File: src/rtl/fwd_hazard_unit_pkg.sv
// Shared CPU pipeline constants used by the forwarding/hazard logic:
// stage indices and the width of the tnew/tuse timing fields.
package fwd_hazard_unit_pkg;

   localparam int STG_E = 0;
   localparam int STG_M = 1;
   localparam int STG_W = 2;

   localparam int TW = 2;

   // Result-ready countdown moves one step closer each cycle, never below zero.
   function automatic logic [TW-1:0] tnew_dec(input logic [TW-1:0] tnew);
      logic [TW-1:0] res;
      if (tnew == {TW{1'b0}}) begin
         res = {TW{1'b0}};
      end else begin
         res = tnew - {{(TW-1){1'b0}}, 1'b1};
      end
      return res;
   endfunction

endpackage

File: src/rtl/fwd_port_sel.sv
// Per-read-port operand selection: finds the youngest in-flight producer of the
// source register and either forwards its data, asks for a stall, or falls back to the RF.
module fwd_port_sel
   import fwd_hazard_unit_pkg::*;
#(
   parameter int NSTAGE = 3,
   parameter int DW     = 32,
   parameter int AW     = 5
) (
   input  logic [AW-1:0]        addr,
   input  logic [TW-1:0]        tuse,
   input  logic [DW-1:0]        rf_data,
   input  logic [NSTAGE*AW-1:0] stg_waddr,
   input  logic [NSTAGE*TW-1:0] stg_tnew,
   input  logic [NSTAGE*DW-1:0] stg_wdata,
   output logic [DW-1:0]        data,
   output logic [NSTAGE-1:0]    hit,
   output logic                 stall_req
);

   logic found_s;

   // Youngest matching stage wins; once found, older stages are ignored.
   always_comb begin
      data      = rf_data;
      hit       = {NSTAGE{1'b0}};
      stall_req = 1'b0;
      found_s   = 1'b0;
      if (addr != {AW{1'b0}}) begin
         for (int s = 0; s < NSTAGE; s++) begin
            if (!found_s && (stg_waddr[s*AW +: AW] == addr)) begin
               found_s = 1'b1;
               if (stg_tnew[s*TW +: TW] == {TW{1'b0}}) begin
                  data   = stg_wdata[s*DW +: DW];
                  hit[s] = 1'b1;
               end else if (stg_tnew[s*TW +: TW] > tuse) begin
                  stall_req = 1'b1;
               end else begin
                  // Producer finishes in time for the consumer; operand is picked up later.
                  data = rf_data;
               end
            end else begin
               found_s = found_s;
            end
         end
      end else begin
         data = rf_data;
      end
   end

endmodule

File: src/rtl/fwd_hazard_unit.sv
// Forwarding and hazard unit: tracks destination/tnew of in-flight instructions,
// selects forwarded operands per read port and raises stall for data and mult/div hazards.
module fwd_hazard_unit
   import fwd_hazard_unit_pkg::*;
#(
   parameter int NPORT  = 2,
   parameter int NSTAGE = 3,
   parameter int DW     = 32,
   parameter int AW     = 5,
   parameter int MD_LAT = 5
) (
   input  logic                    clk,
   input  logic                    reset,
   input  logic                    iss_valid,
   input  logic [AW-1:0]           iss_waddr,
   input  logic [TW-1:0]           iss_tnew,
   input  logic [NPORT*AW-1:0]     rd_addr,
   input  logic [NPORT*TW-1:0]     rd_tuse,
   input  logic [NPORT*DW-1:0]     rf_rdata,
   input  logic [NSTAGE*DW-1:0]    stg_wdata,
   input  logic                    md_start,
   input  logic                    md_use,
   output logic [NPORT*DW-1:0]     fwd_data,
   output logic [NPORT*NSTAGE-1:0] fwd_hit,
   output logic                    stall,
   output logic                    md_busy
);

   // A zero-latency mult/div still needs a one-bit counter that simply stays at zero.
   localparam int CW = (MD_LAT > 0) ? $clog2(MD_LAT + 1) : 1;

   logic [AW-1:0]        waddr_r [NSTAGE];
   logic [TW-1:0]        tnew_r  [NSTAGE];
   logic [CW-1:0]        md_cnt_r;
   logic [NSTAGE*AW-1:0] stg_waddr_s;
   logic [NSTAGE*TW-1:0] stg_tnew_s;
   logic [NPORT-1:0]     port_stall_s;
   logic                 md_load_s;

   for (genvar s = 0; s < NSTAGE; s++) begin : g_pack
      assign stg_waddr_s[s*AW +: AW] = waddr_r[s];
      assign stg_tnew_s[s*TW +: TW]  = tnew_r[s];
   end

   for (genvar p = 0; p < NPORT; p++) begin : g_port
      fwd_port_sel #(
         .NSTAGE (NSTAGE),
         .DW     (DW),
         .AW     (AW)
      ) u_sel (
         .addr      (rd_addr[p*AW +: AW]),
         .tuse      (rd_tuse[p*TW +: TW]),
         .rf_data   (rf_rdata[p*DW +: DW]),
         .stg_waddr (stg_waddr_s),
         .stg_tnew  (stg_tnew_s),
         .stg_wdata (stg_wdata),
         .data      (fwd_data[p*DW +: DW]),
         .hit       (fwd_hit[p*NSTAGE +: NSTAGE]),
         .stall_req (port_stall_s[p])
      );
   end

   assign md_busy   = (md_cnt_r != {CW{1'b0}});
   assign stall     = (|port_stall_s) | (md_use & md_busy);
   assign md_load_s = md_start & ~stall & ~md_busy;

   // Stage E takes the issuing instruction or a bubble; older stages shift every cycle.
   always_ff @(posedge clk or posedge reset) begin
      if (reset) begin
         for (int s = 0; s < NSTAGE; s++) begin
            waddr_r[s] <= {AW{1'b0}};
            tnew_r[s]  <= {TW{1'b0}};
         end
      end else begin
         if (stall) begin
            waddr_r[STG_E] <= {AW{1'b0}};
            tnew_r[STG_E]  <= {TW{1'b0}};
         end else begin
            waddr_r[STG_E] <= iss_valid ? iss_waddr : {AW{1'b0}};
            tnew_r[STG_E]  <= iss_tnew;
         end
         for (int s = 1; s < NSTAGE; s++) begin
            waddr_r[s] <= waddr_r[s-1];
            tnew_r[s]  <= tnew_dec(tnew_r[s-1]);
         end
      end
   end

   // Mult/div busy countdown; a start during a stall or while busy is dropped.
   always_ff @(posedge clk or posedge reset) begin
      if (reset) begin
         md_cnt_r <= {CW{1'b0}};
      end else if (MD_LAT == 0) begin
         md_cnt_r <= {CW{1'b0}};
      end else if (md_load_s) begin
         md_cnt_r <= CW'(MD_LAT);
      end else if (md_busy) begin
         md_cnt_r <= md_cnt_r - CW'(1);
      end else begin
         md_cnt_r <= md_cnt_r;
      end
   end

endmodule

File: config.mk
export PLATFORM = sky130hd
export DESIGN_NAME = fwd_hazard_unit
export DESIGN_NICKNAME = d
export VERILOG_FILES = /design/src/rtl/fwd_hazard_unit_pkg.sv /design/src/rtl/fwd_port_sel.sv /design/src/rtl/fwd_hazard_unit.sv
export SDC_FILE = /design/constraint.sdc
export NUM_CORES = 1
export LEC_CHECK = 0
export CAP_MARGIN = 10
export CORE_MARGIN = 3
export CORE_UTILIZATION = 36
export CTS_BUF_LIST = sky130_fd_sc_hd__clkbuf_8
export DETAILED_ROUTE_END_ITERATION = 8
export HOLD_SLACK_MARGIN = 0.12
export PLACE_DENSITY = 0.8
export SYNTH_ARGS = -nofsm -noshare
export SYNTH_HDL_FRONTEND = slang
export SYNTH_SLANG_ARGS = --single-unit
File: constraint.sdc
create_clock -name clk -period 2.6 [get_ports clk]
set_input_delay 0.52 -clock clk [delete_from_list [all_inputs] [get_ports clk]]
set_output_delay 0.52 -clock clk [all_outputs]
set_load 0.05 [all_outputs]
**Yosys cells after proc, flatten, opt, wreduce, memory -nomap -nowiden**

Index checks and enable logic that the tools add are counted.

- Flip-flop bits (word level): 24
- Bits of input ports: 186
- Word-level logic and storage cells: 108

- Equal/unequal tests: 6
- Bitwise operators: 6
- Reduce and logical (&&, ||, !) cells: 16
- Multiplexer cells: 64
- Add/subtract/negate cells: 3
- Order comparisons: 6

Operators with widths:

| operator | count |
|---|---|
| 32-bit 2-to-1 mux | 18 |
| 1-bit 2-to-1 mux | 37 |
| 5-bit == test | 6 |
| 2-bit greater-than comparator | 6 |
| 3-bit 2-to-1 mux | 4 |
| 5-bit 2-to-1 mux | 2 |
| 5-bit nonzero test | 2 |
| 2-bit logical NOT | 3 |
| 2-bit 2-to-1 mux | 3 |
| 1-bit logical AND | 4 |
| 1-bit logical NOT | 4 |
| 2-bit by 1-bit subtractor with 2-bit output, second input constant | 2 |
| 1-bit AND | 3 |
| 3-bit nonzero test | 1 |
| 3-bit by 1-bit subtractor with 3-bit output, second input constant | 1 |
| 1-bit inverter | 2 |
| 2-bit nonzero test | 1 |
| 2-bit OR reduction | 1 |
| 1-bit bitwise OR | 1 |

**Logic depth before layout (Yosys ltp)**

Gate-level depths: netlist of run 1.

- Word-level depth: 17
- Depth in mapped cells: 10
- Gate-level depth less buffers: 9

**Cells and area by module**

Synthesis of run 1 repeated with hierarchy kept, for this count alone.

- Cell total of the unflattened synthesis: 624
- Area total of the unflattened synthesis: 5192.5 µm²

Modules (own cells, without submodules):

| module | area an instance (µm²) | cells each | instances |
|---|---|---|---|
| fwd_port_sel | 2197.1 | 286 | 2 |
| fwd_hazard_unit | 798.3 | 52 | 1 |

**Worst setup path before layout of run 1**

OpenSTA, ideal clock, no wires.

- Path kind: input port to output port
- From: in rd_addr[7]
- To: out fwd_hit[4]
- Buffers on the path: 2
- Stages: 7
- Data arrival time: 2.948 ns
- Setup slack: -0.868 ns
- Path through: buf_2 > xor2_1 > nor2_1 > and2_2 > nand2_2 > buf_1 > nor4_1

- Word-level cells in the longest chain between the ends: 7

Ends and longest elaborated chain:

| item | line | RTL |
|---|---|---|
| from (decl) | fwd_hazard_unit.sv:17 | `input logic [NPORT*AW-1:0] rd_addr,` |
| 5-bit == test | fwd_port_sel.sv:31 | `if (!found_s && (stg_waddr[s*AW +: AW] == addr)) begin` |
| 1-bit 2-to-1 mux | fwd_port_sel.sv:31 |  |
| 1-bit 2-to-1 mux | fwd_port_sel.sv:29 | `if (addr != {AW{1'b0}}) begin` |
| 1-bit logical NOT | fwd_port_sel.sv:31 |  |
| 1-bit logical AND | fwd_port_sel.sv:31 |  |
| 1-bit 2-to-1 mux | fwd_port_sel.sv:31 |  |
| 3-bit 2-to-1 mux (*) | fwd_port_sel.sv:29 |  |
| to (decl) | fwd_hazard_unit.sv:24 | `output logic [NPORT*NSTAGE-1:0] fwd_hit,` |

Mark *: on every way between the ends. The rest lies on a longest branch, timed or not. The select of a mux whose other input is x is not followed.

**Worst setup path after layout of run 1**

- From: in rd_addr[0]
- To: out fwd_data[26]

- Word-level cells in the longest chain between the ends: 11

Ends and longest elaborated chain:

| item | line | RTL |
|---|---|---|
| 5-bit == test | fwd_port_sel.sv:31 |  |
| 1-bit 2-to-1 mux | fwd_port_sel.sv:31 |  |
| 1-bit 2-to-1 mux | fwd_port_sel.sv:29 |  |
| 1-bit logical NOT | fwd_port_sel.sv:31 |  |
| 1-bit logical AND | fwd_port_sel.sv:31 |  |
| 1-bit 2-to-1 mux | fwd_port_sel.sv:31 |  |
| 1-bit 2-to-1 mux | fwd_port_sel.sv:29 |  |
| 1-bit logical NOT | fwd_port_sel.sv:31 |  |
| 1-bit logical AND | fwd_port_sel.sv:31 |  |
| 32-bit 2-to-1 mux | fwd_port_sel.sv:31 |  |
| 32-bit 2-to-1 mux (*) | fwd_port_sel.sv:29 |  |
| to (decl) | fwd_hazard_unit.sv:23 | `output logic [NPORT*DW-1:0] fwd_data,` |

Marks and branches as above.

==> results, run 1 <==
- After synthesis, the cell types taking the most area are sky130_fd_sc_hd__mux2i_1 15%, sky130_fd_sc_hd__a221o_1 14%, sky130_fd_sc_hd__dfrtp_1 13%.
- Sequential elements use 13.4% of the synthesized area.
- The synthesized cell area is 0.00448 mm².
- The arrival time reported for the critical path endpoint is 2.72 ns.
- For this run, the slowest stage of the critical path takes roughly 0.39 ns.
- The TritonCTS clock tree is done.
- STA classifies the critical path endpoint as a primary output.
- The most frequent cell after synthesis is sky130_fd_sc_hd__nor2_1.
- Summed over its instances, the top area cell type makes up roughly 15% of the synthesized netlist area.
- The vertical die dimension is 118 µm.
- The total iterations of the first detailed-routing run is 6.
- Setup violations remaining at the end of the flow were counted as 68.
- After detailed routing, the total wire length is 25400 µm.
- The first routing iteration left roughly 1000 violations.
- The routed via count divided by cell count is roughly 6.4.
- The static leakage power is 3.71 nW.
- The final RePlAce weighted congestion is 0.898.
- The number of buffers inserted by port buffering is 257.
- Row generation in the floorplan step produced 40 rows.
- The number of global-route vias before repair came to between 7000 and 8000.
- For this run, asynchronously set or reset flops after synthesis account for 100%.
- The average footprint of a synthesized cell is approximately 7.7 µm².
- The largest individual stage delay along the critical path comes from the cell sky130_fd_sc_hd__a221o_2.
- The element type at the critical path start is an input pin.
- The clock latency on the worst-skew pair is 0.27 ns.
- Setup repair after global routing could not meet its margin everywhere.
- The count of antenna diodes in the layout is 0.
- The summed negative setup slack over all endpoints is -36.16 ns.
- The normalized max-slew margin is 66.0%.
- The run finished, with violations left.
- In the final layout, the multi-input gates occupy 0.00399 mm².
- The fill cell instance count of the final layout is 782.
- The final layout contains 1112 nets.
- Timing would allow up to around 310 MHz.
- Of the total synthesized cell area, the portion taken by XOR and XNOR cells is roughly 5.9%.
- The worst setup path is of the input pin to primary output kind.
- Along the worst path, the maximum fanout reaches 6.
- The dominant combinational cell family by area after synthesis is compound AO/OA/AOI/OAI gates.
- Subtracting the final worst setup slack from the clock period gives 3.24 ns.
- The tightest hold path in the finished design has a slack of ~0.45 ns.
- The count of pins over their slew limit is 0.
- The number of levels the H-tree was split into is 1.
- The initial utilization of the core area, before any placement, comes to between 30% and 40%.
- The antenna violation net count after detailed routing is 0.
- The CTS buffer count is 3.
- The remaining global-route overflow is 0.
- The final critical-path setup slack is -0.642 ns.
- Clock tree synthesis found a total of 24 sinks.
- Across the run, the number of max-cap violations was 0.
- The area growth from synthesis to layout is 104%.
- The area fraction in compound gates after synthesis is 37.9%.
- At the worst endpoint, the required time is 2.08 ns.
- Yosys mapped a number of flops with a built-in enable equal to 0.
- The path class of the lowest-slack min-delay path is register to register.
- The instance count of the mapped netlist is between 500 and 600.
- After Yosys synthesis, full adders, half adders and majority gates account for 3.91% of the synthesized area.
- The measured slew at the worst slew-check pin is 0.497 ns.
- The Yosys step of the flow raised 0 warnings.
- The synthesized design contains 24 register bits.
- The initial antenna violation count came to 1.
- The register area is 604 µm².
- The power density over cell area is 419 mW/mm².
- The clock slew seen by the registers of the worst setup and hold paths is roughly 0.090 ns.
- The fraction of the cycle the final worst path needs is 125%.
- Of the total synthesized cell area, the portion taken by AND, OR, NAND and NOR gates is ~17%.
- Entering global routing, the biggest net connects 40 pins.
- The detailed router placed a little under 7000 vias in this run.
- The proportion of layout cells with a drive suffix above 1 is a little over a third.
- The signal on the critical path passes through clkdlybuf4s15_2 > xnor2_2 > nand2_1 > or2_4 > nor3_4 > buf_6 > buf_12 > mux2i_4 > o22ai_2 > a221o_2 > buf_8.
- The number of DRC violations after detailed routing is 0.
- The floorplan die area is 0.0138 mm².
- When the netlist entered floorplanning its net count stood at 785.
- Of the post-synthesis cell area, the part taken by muxes is 14.5%.
- The minimum setup slack after placement is -0.988 ns.
- Measured along the x axis, the die boundary spans 118 µm.
- The first global-routing pass estimated slightly below 40000 µm of wire.
- The number of ports placed on the die boundary is 258.
- The half-perimeter wire length of the detailed placement result is ~17000 µm.
- The global-route total usage across every layer is 34.2%.
- By count the netlist is led by 81 x sky130_fd_sc_hd__nor2_1, 65 x sky130_fd_sc_hd__mux2i_1, 64 x sky130_fd_sc_hd__a221o_1, 64 x sky130_fd_sc_hd__a22oi_1, 64 x sky130_fd_sc_hd__o22ai_1.
- Summed over all instances, the cell type with the most area after synthesis is sky130_fd_sc_hd__mux2i_1.
- In this run the clock root is driven by a sky130_fd_sc_hd__clkbuf_8.
- The worst supply voltage drop on vdd is 0.582 mV.
- The final number of hold-violating endpoints is 0.
- The clock passes through at most 2 buffers.
- The final reports fail on negative setup slack.
- Dividing the detail-routed wire length by the instance count gives approximately 24 µm.
- For the final database, setup skew stands at 0.00635 ns.
- The commonest register cell after synthesis is sky130_fd_sc_hd__dfrtp_1.
- The core region is 0.0121 mm².
- After synthesis, the netlist uses 48 different library cells.
## power breakdown
group	total, W	leakage [nW]	internal (W)	switching (W)
registers	0.000487	0.312	0.000433	0.0000542
logic	0.00301	3.36	0.00138	0.00163
clock network	0.000326	0.0357	0.000206	0.000120
total	0.00382	3.71	0.00202	0.00180
## layer usage
layer,routed length [µm],track usage (%),share of wire (%),up-vias
li1,-,-,-,2959
met1,9220,40.2,36,3264
met2,12400,60.4,49,533
met3,2370,6.01,9.3,140
met4,1440,16.4,5.6,2
met5,11,0,0.043,-
## final cells by class
| cell class | count | share of cell area (%) |
|---|---|---|
| multi-input cells | 492 | 43.8 |
| clock buffers | 3 | 0.452 |
| clock inverters | 1 | 0.329 |
| repair buffers | 375 | 45.7 |
| well taps | 168 | 2.30 |
| inverters | 16 | 0.836 |
| flip-flops and latches | 24 | 6.62 |
## worst max-delay path: cells and delay by family
kind,cells,cell delay [ns]
and+or+nand+nor,3,0.56
buffers and inverters,4,0.74
AOI/OAI and AO/OA,2,0.50
xor gates and xnor gates,1,0.15
muxes,1,0.24
## cell usage in the layout, fill, tap and decap left out, types with 3 or more instances in the layout
master / count
sky130_fd_sc_hd__o22ai_1: 63
sky130_fd_sc_hd__xor2_1: 16
sky130_fd_sc_hd__nor2_1: 75
sky130_fd_sc_hd__nand2_1: 39
sky130_fd_sc_hd__clkbuf_16: 4
sky130_fd_sc_hd__a221o_2: 63
sky130_fd_sc_hd__buf_4: 72
sky130_fd_sc_hd__xnor2_1: 10
sky130_fd_sc_hd__buf_16: 4
sky130_fd_sc_hd__mux2i_1: 60
sky130_fd_sc_hd__clkdlybuf4s50_1: 171
sky130_fd_sc_hd__and3_1: 7
sky130_fd_sc_hd__xnor2_2: 4
sky130_fd_sc_hd__and2_1: 5
sky130_fd_sc_hd__buf_2: 5
sky130_fd_sc_hd__nor3_1: 3
sky130_fd_sc_hd__nor3_2: 3
sky130_fd_sc_hd__a21oi_4: 5
sky130_fd_sc_hd__mux2i_2: 4
sky130_fd_sc_hd__clkdlybuf4s15_2: 3
sky130_fd_sc_hd__buf_12: 30
sky130_fd_sc_hd__nor2_4: 6
sky130_fd_sc_hd__clkbuf_8: 3
sky130_fd_sc_hd__a22oi_1: 64
sky130_fd_sc_hd__nand3_1: 4
sky130_fd_sc_hd__buf_6: 56
sky130_fd_sc_hd__a21oi_1: 4
sky130_fd_sc_hd__ha_4: 3
sky130_fd_sc_hd__nand2_2: 4
sky130_fd_sc_hd__nor2b_1: 3
sky130_fd_sc_hd__nor3_4: 4
sky130_fd_sc_hd__inv_1: 12
sky130_fd_sc_hd__dfrtp_2: 3
sky130_fd_sc_hd__ha_1: 11
sky130_fd_sc_hd__dfrtp_1: 21
sky130_fd_sc_hd__buf_8: 25
## cell families (layout without fill, tap and decap cells)
logic type | after synthesis | after routing
multiplexers | 65 | 65
AND/OR/NAND/NOR | 168 | 168
flip-flops | 24 | 24
XOR/XNOR | 30 | 30
buffers and inverters | 70 | 395
adder cells (fa/ha/maj) | 14 | 14
AO/OA/AOI/OAI | 214 | 215
## path summary, 6_finish.rpt
| path | start | slack, ns | cells after the start | endpoint |
|---|---|---|---|---|
| max in group asynchronous | reset | 1.75 | 3 | stg_tnew_s[3]$_DFF_PP0_ |
| hold / removal | stg_waddr_s[3]$_DFF_PP0_ | 0.45 | 0 | stg_waddr_s[8]$_DFF_PP0_ |
| setup reg to reg | stg_tnew_s[3]$_DFF_PP0_ | 0.14 | 12 | stg_waddr_s[1]$_DFF_PP0_ |
| hold reg to reg | stg_waddr_s[3]$_DFF_PP0_ | 0.45 | 0 | stg_waddr_s[8]$_DFF_PP0_ |
| setup / recovery | rd_addr[0] | -0.64 | 11 | fwd_data[26] |
| min in group asynchronous | reset | 0.59 | 3 | md_cnt_r[1]$_DFFE_PP0P_ |
## registers in the layout, indices dropped and copies added, names as in the netlist
signal,flops
stg_waddr_s,15
md_cnt_r,3
stg_tnew_s,6
## metrics by stage
stage | std cells | cell area (µm²) | util (%) | power (W)
global placement | 1041 | 7930 | 65.8 | 0.00300
detailed placement | 1041 | 7930 | 65.8 | 0.00306
global route | 1079 | 9130 | 75.7 | 0.00399
finish | 1079 | 9130 | 75.7 | 0.00382
CTS | 1072 | 8940 | 74.1 | 0.00372
floorplan | 585 | 4650 | - | 0.00203
## repair_timing
action                                  CTS  global route
endpoints found under the setup margin   81            70
hold buffers                              0             0
cloned                                    8             4
setup buffers                            20             7
pin swaps                                52            21
gates resized for setup                 177            32
Power figures use the tool's default switching activity.
==> run 2, diff against run 1 <==
--- a/config.mk
+++ b/config.mk
@@ -7,11 +7,12 @@
 export LEC_CHECK = 0
 export CAP_MARGIN = 10
 export CORE_MARGIN = 3
-export CORE_UTILIZATION = 36
+export CORE_UTILIZATION = 38
 export CTS_BUF_LIST = sky130_fd_sc_hd__clkbuf_8
 export DETAILED_ROUTE_END_ITERATION = 8
 export HOLD_SLACK_MARGIN = 0.12
-export PLACE_DENSITY = 0.8
+export PLACE_DENSITY = 0.79
 export SYNTH_ARGS = -nofsm -noshare
 export SYNTH_HDL_FRONTEND = slang
+export SYNTH_HIERARCHICAL = 1
 export SYNTH_SLANG_ARGS = --single-unit
==> run 2 against run 1 <==
Against the previous run: the run still ends with negative setup slack left; global-route usage grew 3.0 points; via count grew 12%; clock-buffer cell count is the same; core utilization grew 8.3 points; sequential share of layout area shrank 1.2 points; synthesized area grew 16%; combinational power grew 10%; first-iteration DRC count shrank 16%; largest power group unchanged.
==> results, run 2 <==
- The worst min-delay path startpoint is stg_waddr_s[5]$_DFF_PP0_ (was stg_waddr_s[3]$_DFF_PP0_).
- The arrival time reported for the critical path endpoint came to 2.69 ns (was 2.72 ns).
- The count of hold buffers inserted by post-cts repair is 0 (unchanged).
- The internal power contribution is 0.00215 W (was 0.00202 W).
- The worst flop-to-flop path endpoint is stg_tnew_s[0]$_DFF_PP0_ (was stg_waddr_s[1]$_DFF_PP0_).
- The final number of hold-violating endpoints is 0 (unchanged).
- The number of ports placed on the die boundary was 258 (unchanged).
- The number of cell instances on the worst register-to-register path is 12 (unchanged).
- The worst-path maximum fanout is 6 (unchanged).
- The clock slew seen by the registers of the worst setup and hold paths was 0.08 ns (was 0.09 ns).
- The number of design-rule violations left by the first detailed-router iteration came to 837 (was 995).
- The cell depth of the worst min-delay path is 0 (unchanged).
- The measured slew at the worst slew-check pin is 0.494 ns (was 0.497 ns).
- The starting density of the core is 39.1% (was 37.1%).
- The routed via count divided by cell count is 6.64 (was 6.39).
- The count of max-cap constraint violations is 0 (unchanged).
- The number of buffers inserted by port buffering is 257 (unchanged).
- The antenna violation net count after detailed routing is 0 (unchanged).
- Setup repair after global routing missed its margin: true (unchanged).
- The power density over cell area is 372 mW/mm² (was 419 mW/mm²).
- The worst supply voltage drop on vdd is 0.490 mV (was 0.582 mV).
- The part of the total power dissipated in combinational logic is 79.6% (was 78.7%).
- The remaining global-route overflow is 0 (unchanged).
- The global-route total usage across every layer is 37.3% (was 34.2%).
- Ranking of synthesized cells by area: sky130_fd_sc_hd__mux2i_1 12%, sky130_fd_sc_hd__nor3_1 12%, sky130_fd_sc_hd__dfrtp_1 12% (was sky130_fd_sc_hd__mux2i_1 15%, sky130_fd_sc_hd__a221o_1 14%, sky130_fd_sc_hd__dfrtp_1 13%).
- The hold-critical path endpoint is stg_waddr_s[10]$_DFF_PP0_ (was stg_waddr_s[8]$_DFF_PP0_).
- The number of global-route vias before repair is 7935 (was 7237).
- The minimum clock period after layout is 3.21 ns (was 3.24 ns).
- The number of flip-flops in the largest register came to 15 (unchanged).
- The portion of synthesized cell area occupied by the leading cell type is 12.3% (was 14.5%).
- The clock skew after layout is 0.000905 ns (was 0.00635 ns).
- The count of antenna diodes in the layout is 0 (unchanged).
- Series of cell instances along the critical path: xor2_2 > nor3_4 > a2111o_4 > nor4b_4 > buf_6 > buf_12 > buf_8 > a22oi_2 > o21ai_4 > buf_6 (was clkdlybuf4s15_2 > xnor2_2 > nand2_1 > or2_4 > nor3_4 > buf_6 > buf_12 > mux2i_4 > o22ai_2 > a221o_2 > buf_8).
- The vertical die dimension came to 123 µm (was 118 µm).
- The top cell type by total area after synthesis is sky130_fd_sc_hd__mux2i_1 (unchanged).
- The average routed wire per standard cell is 27.2 µm (was 23.6 µm).
- The layout-stage area growth over the synthesis result is 115% (was 104%).
- The CTS sink count was 24 (unchanged).
- The final setup violation count is 79 (was 68).
- The TritonCTS clock tree is done (unchanged).
- The worst hold-check slack came to 0.448 ns (was 0.451 ns).
- The slowest cell on the critical path was sky130_fd_sc_hd__a2111o_4 (was sky130_fd_sc_hd__a221o_2).
- The switching power share of the total was 48.3% (was 47.2%).
- The path class of the lowest-slack min-delay path is register to register (unchanged).
- The clock latency on the worst-skew pair is 0.27 ns (about the same).
- The post-layout net count is 1189 (was 1112).
- The sequential fraction of the synthesis area is 11.6% (was 13.4%).
- The beginning of the worst register-to-register path is stg_waddr_s[9]$_DFF_PP0_ (was stg_tnew_s[3]$_DFF_PP0_).
- The routed via count is 7725 (was 6898).
- The half-perimeter wire length of the detailed placement result is 18400 µm (was 16600 µm).
- The final RePlAce weighted congestion is 0.968 (was 0.898).
- The total number of placement rows is 42 (was 40).
- The proportion of layout cells with a drive suffix above 1 is 46.1% (was 36.1%).
- The final critical-path setup slack is -0.615 ns (was -0.642 ns).
- The commonest non-fill, non-tap cell in the layout is sky130_fd_sc_hd__clkdlybuf4s50_1 (unchanged).
- The number of DRC violations after detailed routing was 0 (unchanged).
- The root cell of the clock tree is sky130_fd_sc_hd__clkbuf_8 (unchanged).
- The Yosys warning count was 6 (was 0).
- Top library cells by usage in the layout, fill and taps aside: 172 x sky130_fd_sc_hd__clkdlybuf4s50_1, 120 x sky130_fd_sc_hd__nor3_1, 75 x sky130_fd_sc_hd__buf_6 (was 171 x sky130_fd_sc_hd__clkdlybuf4s50_1, 75 x sky130_fd_sc_hd__nor2_1, 72 x sky130_fd_sc_hd__buf_4).
- The post-layout utilization of the core was 83.9% (was 75.7%).
- The number of nets in the synthesized netlist is 824 (was 785).
- The type of the worst setup path is register to primary output (was input pin to primary output).
- The peak per-stage delay on the critical path is 0.56 ns (was 0.39 ns).
- The floorplan die area was 0.0151 mm² (was 0.0138 mm²).
- The power spent charging and discharging nets is 0.00201 W (was 0.00180 W).
- The fraction of the cycle the final worst path needs was 124% (was 125%).
- Cell types with the highest counts after synthesis: 123 x sky130_fd_sc_hd__nor3_1, 64 x sky130_fd_sc_hd__mux2i_1, 60 x sky130_fd_sc_hd__a211o_1 (was 81 x sky130_fd_sc_hd__nor2_1, 65 x sky130_fd_sc_hd__mux2i_1, 64 x sky130_fd_sc_hd__a221o_1, 64 x sky130_fd_sc_hd__a22oi_1, 64 x sky130_fd_sc_hd__o22ai_1).
- The CTS buffer count is 3 (unchanged).
- The static leakage power is 4.23 nW (was 3.71 nW).
- The pin count of the biggest net entering global routing is 35 (was 40).
- The maximum root-to-sink buffer count is 2 (unchanged).
- Result of the run: finished with violations (unchanged).
- The power share of the clock group is 7.9% (was 8.5%).
- The normalized max-slew margin was 66.9% (was 66.0%).
- The async set-or-reset flop fraction in the synthesized netlist was 100% (unchanged).
- The flop and latch count out of synthesis is 24 (unchanged).
- The count of pins over their slew limit is 0 (unchanged).
- The average footprint of a synthesized cell came to 8.32 µm² (was 7.65 µm²).
- The most frequent cell after synthesis is sky130_fd_sc_hd__nor3_1 (was sky130_fd_sc_hd__nor2_1).
- The required time at the endpoint of the critical path came to 2.08 ns (about the same).
- Failing checks: negative setup slack (unchanged).
- The part of the total power dissipated in sequential elements is 12.5% (was 12.8%).
- The unique cell type count in the Yosys netlist is 48 (unchanged).
- The die extent in x is 123 µm (was 118 µm).
- The critical path capture point type is a primary output (unchanged).
- The total iterations of the first detailed-routing run is 5 (was 6).
- The first-pass GRT wire length is 44100 µm (was 38900 µm).
- The peak clock frequency supported by timing came to 311 MHz (was 308 MHz).
- The summed negative setup slack over all endpoints is -38.88 ns (was -36.16 ns).
- The commonest register cell after synthesis is sky130_fd_sc_hd__dfrtp_1 (unchanged).
- The dominant cell type by count on the critical path is sky130_fd_sc_hd__buf_6.
- The total wire length was 31600 µm (was 25400 µm).
- The register-to-register path setup slack is -0.15 ns (was 0.14 ns).
- The number of synthesized flops with an enable pin is 0 (unchanged).
- The core footprint is 0.0133 mm² (was 0.0121 mm²).
- The number of levels the H-tree was split into came to 1 (unchanged).
- The element type at the critical path start is a register (was input pin).
- The initial antenna violation count is 0 (was 1).
- The instance count of the mapped netlist is 624 (was 585).
- The synthesized cell area came to 0.00519 mm² (was 0.00448 mm²).
[run 2: cell count changes in the layout (fill, tap and decap cells not counted), moves of 62 or more]
| cell | before | now |
|---|---|---|
| sky130_fd_sc_hd__a22oi_1 | 64 | 0 |
| sky130_fd_sc_hd__nor2_1 | 75 | 7 |
| sky130_fd_sc_hd__a221o_2 | 63 | 1 |
| sky130_fd_sc_hd__nor3_1 | 3 | 120 |
| sky130_fd_sc_hd__o21ai_4 | 1 | 67 |
[run 2: repair_timing]
item | CTS | global route
setup endpoints to repair | 81 | 81
gates cloned | 19 | 2
endpoints found under the hold margin | 0 | 0
pin swaps | 103 | 49
setup buffers | 43 | 10
gates resized for setup | 240 | 59
[run 2: final cells by class]
cell class / count / area, µm²
Clock inverter: 1 / 30.0
Timing Repair Buffer: 416 / 4870
Clock buffer: 3 / 41.3
Inverter: 19 / 78.8
Fill cell: 709 / 2140
Sequential cell: 24 / 603
Tap cell: 176 / 220
Multi-Input combinational cell: 525 / 5320
[run 2: worst max-delay path, delay by kind of cell, from the launching register on]
kind	cells	cell delay, ns
flops	1	0.45
compound gates	3	0.72
buf+inv	4	0.60
xor+xnor	1	0.21
simple gates	2	0.41
[run 2: metal layers]
| metal | track usage [%] | routed length (µm) | vias to the layer above |
|---|---|---|---|
| met5 | 0 | 0 | - |
| met4 | 17.2 | 2130 | 0 |
| met3 | 6.95 | 3320 | 194 |
| met2 | 64.4 | 15000 | 698 |
| met1 | 44.7 | 11200 | 3673 |
| li1 | - | - | 3160 |
[run 2: worst max path at each step]
stage	end	start	depth (start not counted)
2_1_floorplan	fwd_data[33]	rd_addr[9]	7
3_3_place_gp	fwd_data[55]	rd_addr[5]	10
3_5_place_dp	stall	rd_addr[6]	11
4_1_cts	fwd_data[43]	stg_waddr_s[8]$_DFF_PP0_	11
5_1_grt	stall	stg_waddr_s[8]$_DFF_PP0_	10
6_report	fwd_data[7]	stg_waddr_s[6]$_DFF_PP0_	10
[run 2: power groups by stage]
stage	Clock [W]	Combinational, W	Sequential [W]
floorplan	0	0.00162	0.000502
global placement	0	0.00270	0.000509
detailed placement	0	0.00274	0.000514
CTS	0.000333	0.00313	0.000513
global route	0.000345	0.00342	0.000527
finish	0.000327	0.00331	0.000519
[run 2: cell families (layout without fill, tap and decap cells)]
logic type,after synthesis,count (layout),synth area share (%)
AO/OA/AOI/OAI,224,224,40.1
XOR/XNOR,30,30,5.06
adder cells (fa/ha/maj),14,14,3.37
buffers and inverters,75,439,7.16
flip-flops,24,24,11.6
multiplexers,64,64,12.3
AND/OR/NAND/NOR,193,193,20.4
[run 2: per-stage QoR]
stage	instance area (µm²)	worst slack (ns)	power, W	instances
final	11200	-0.615	0.00415	1164
after global routing	11200	-0.696	0.00429	1164
after CTS	10900	-0.594	0.00397	1156
after detailed placement	9150	-1.04	0.00326	1093
after global placement	9150	-1.04	0.00321	1093
after floorplan	5810	-0.250	0.00213	624
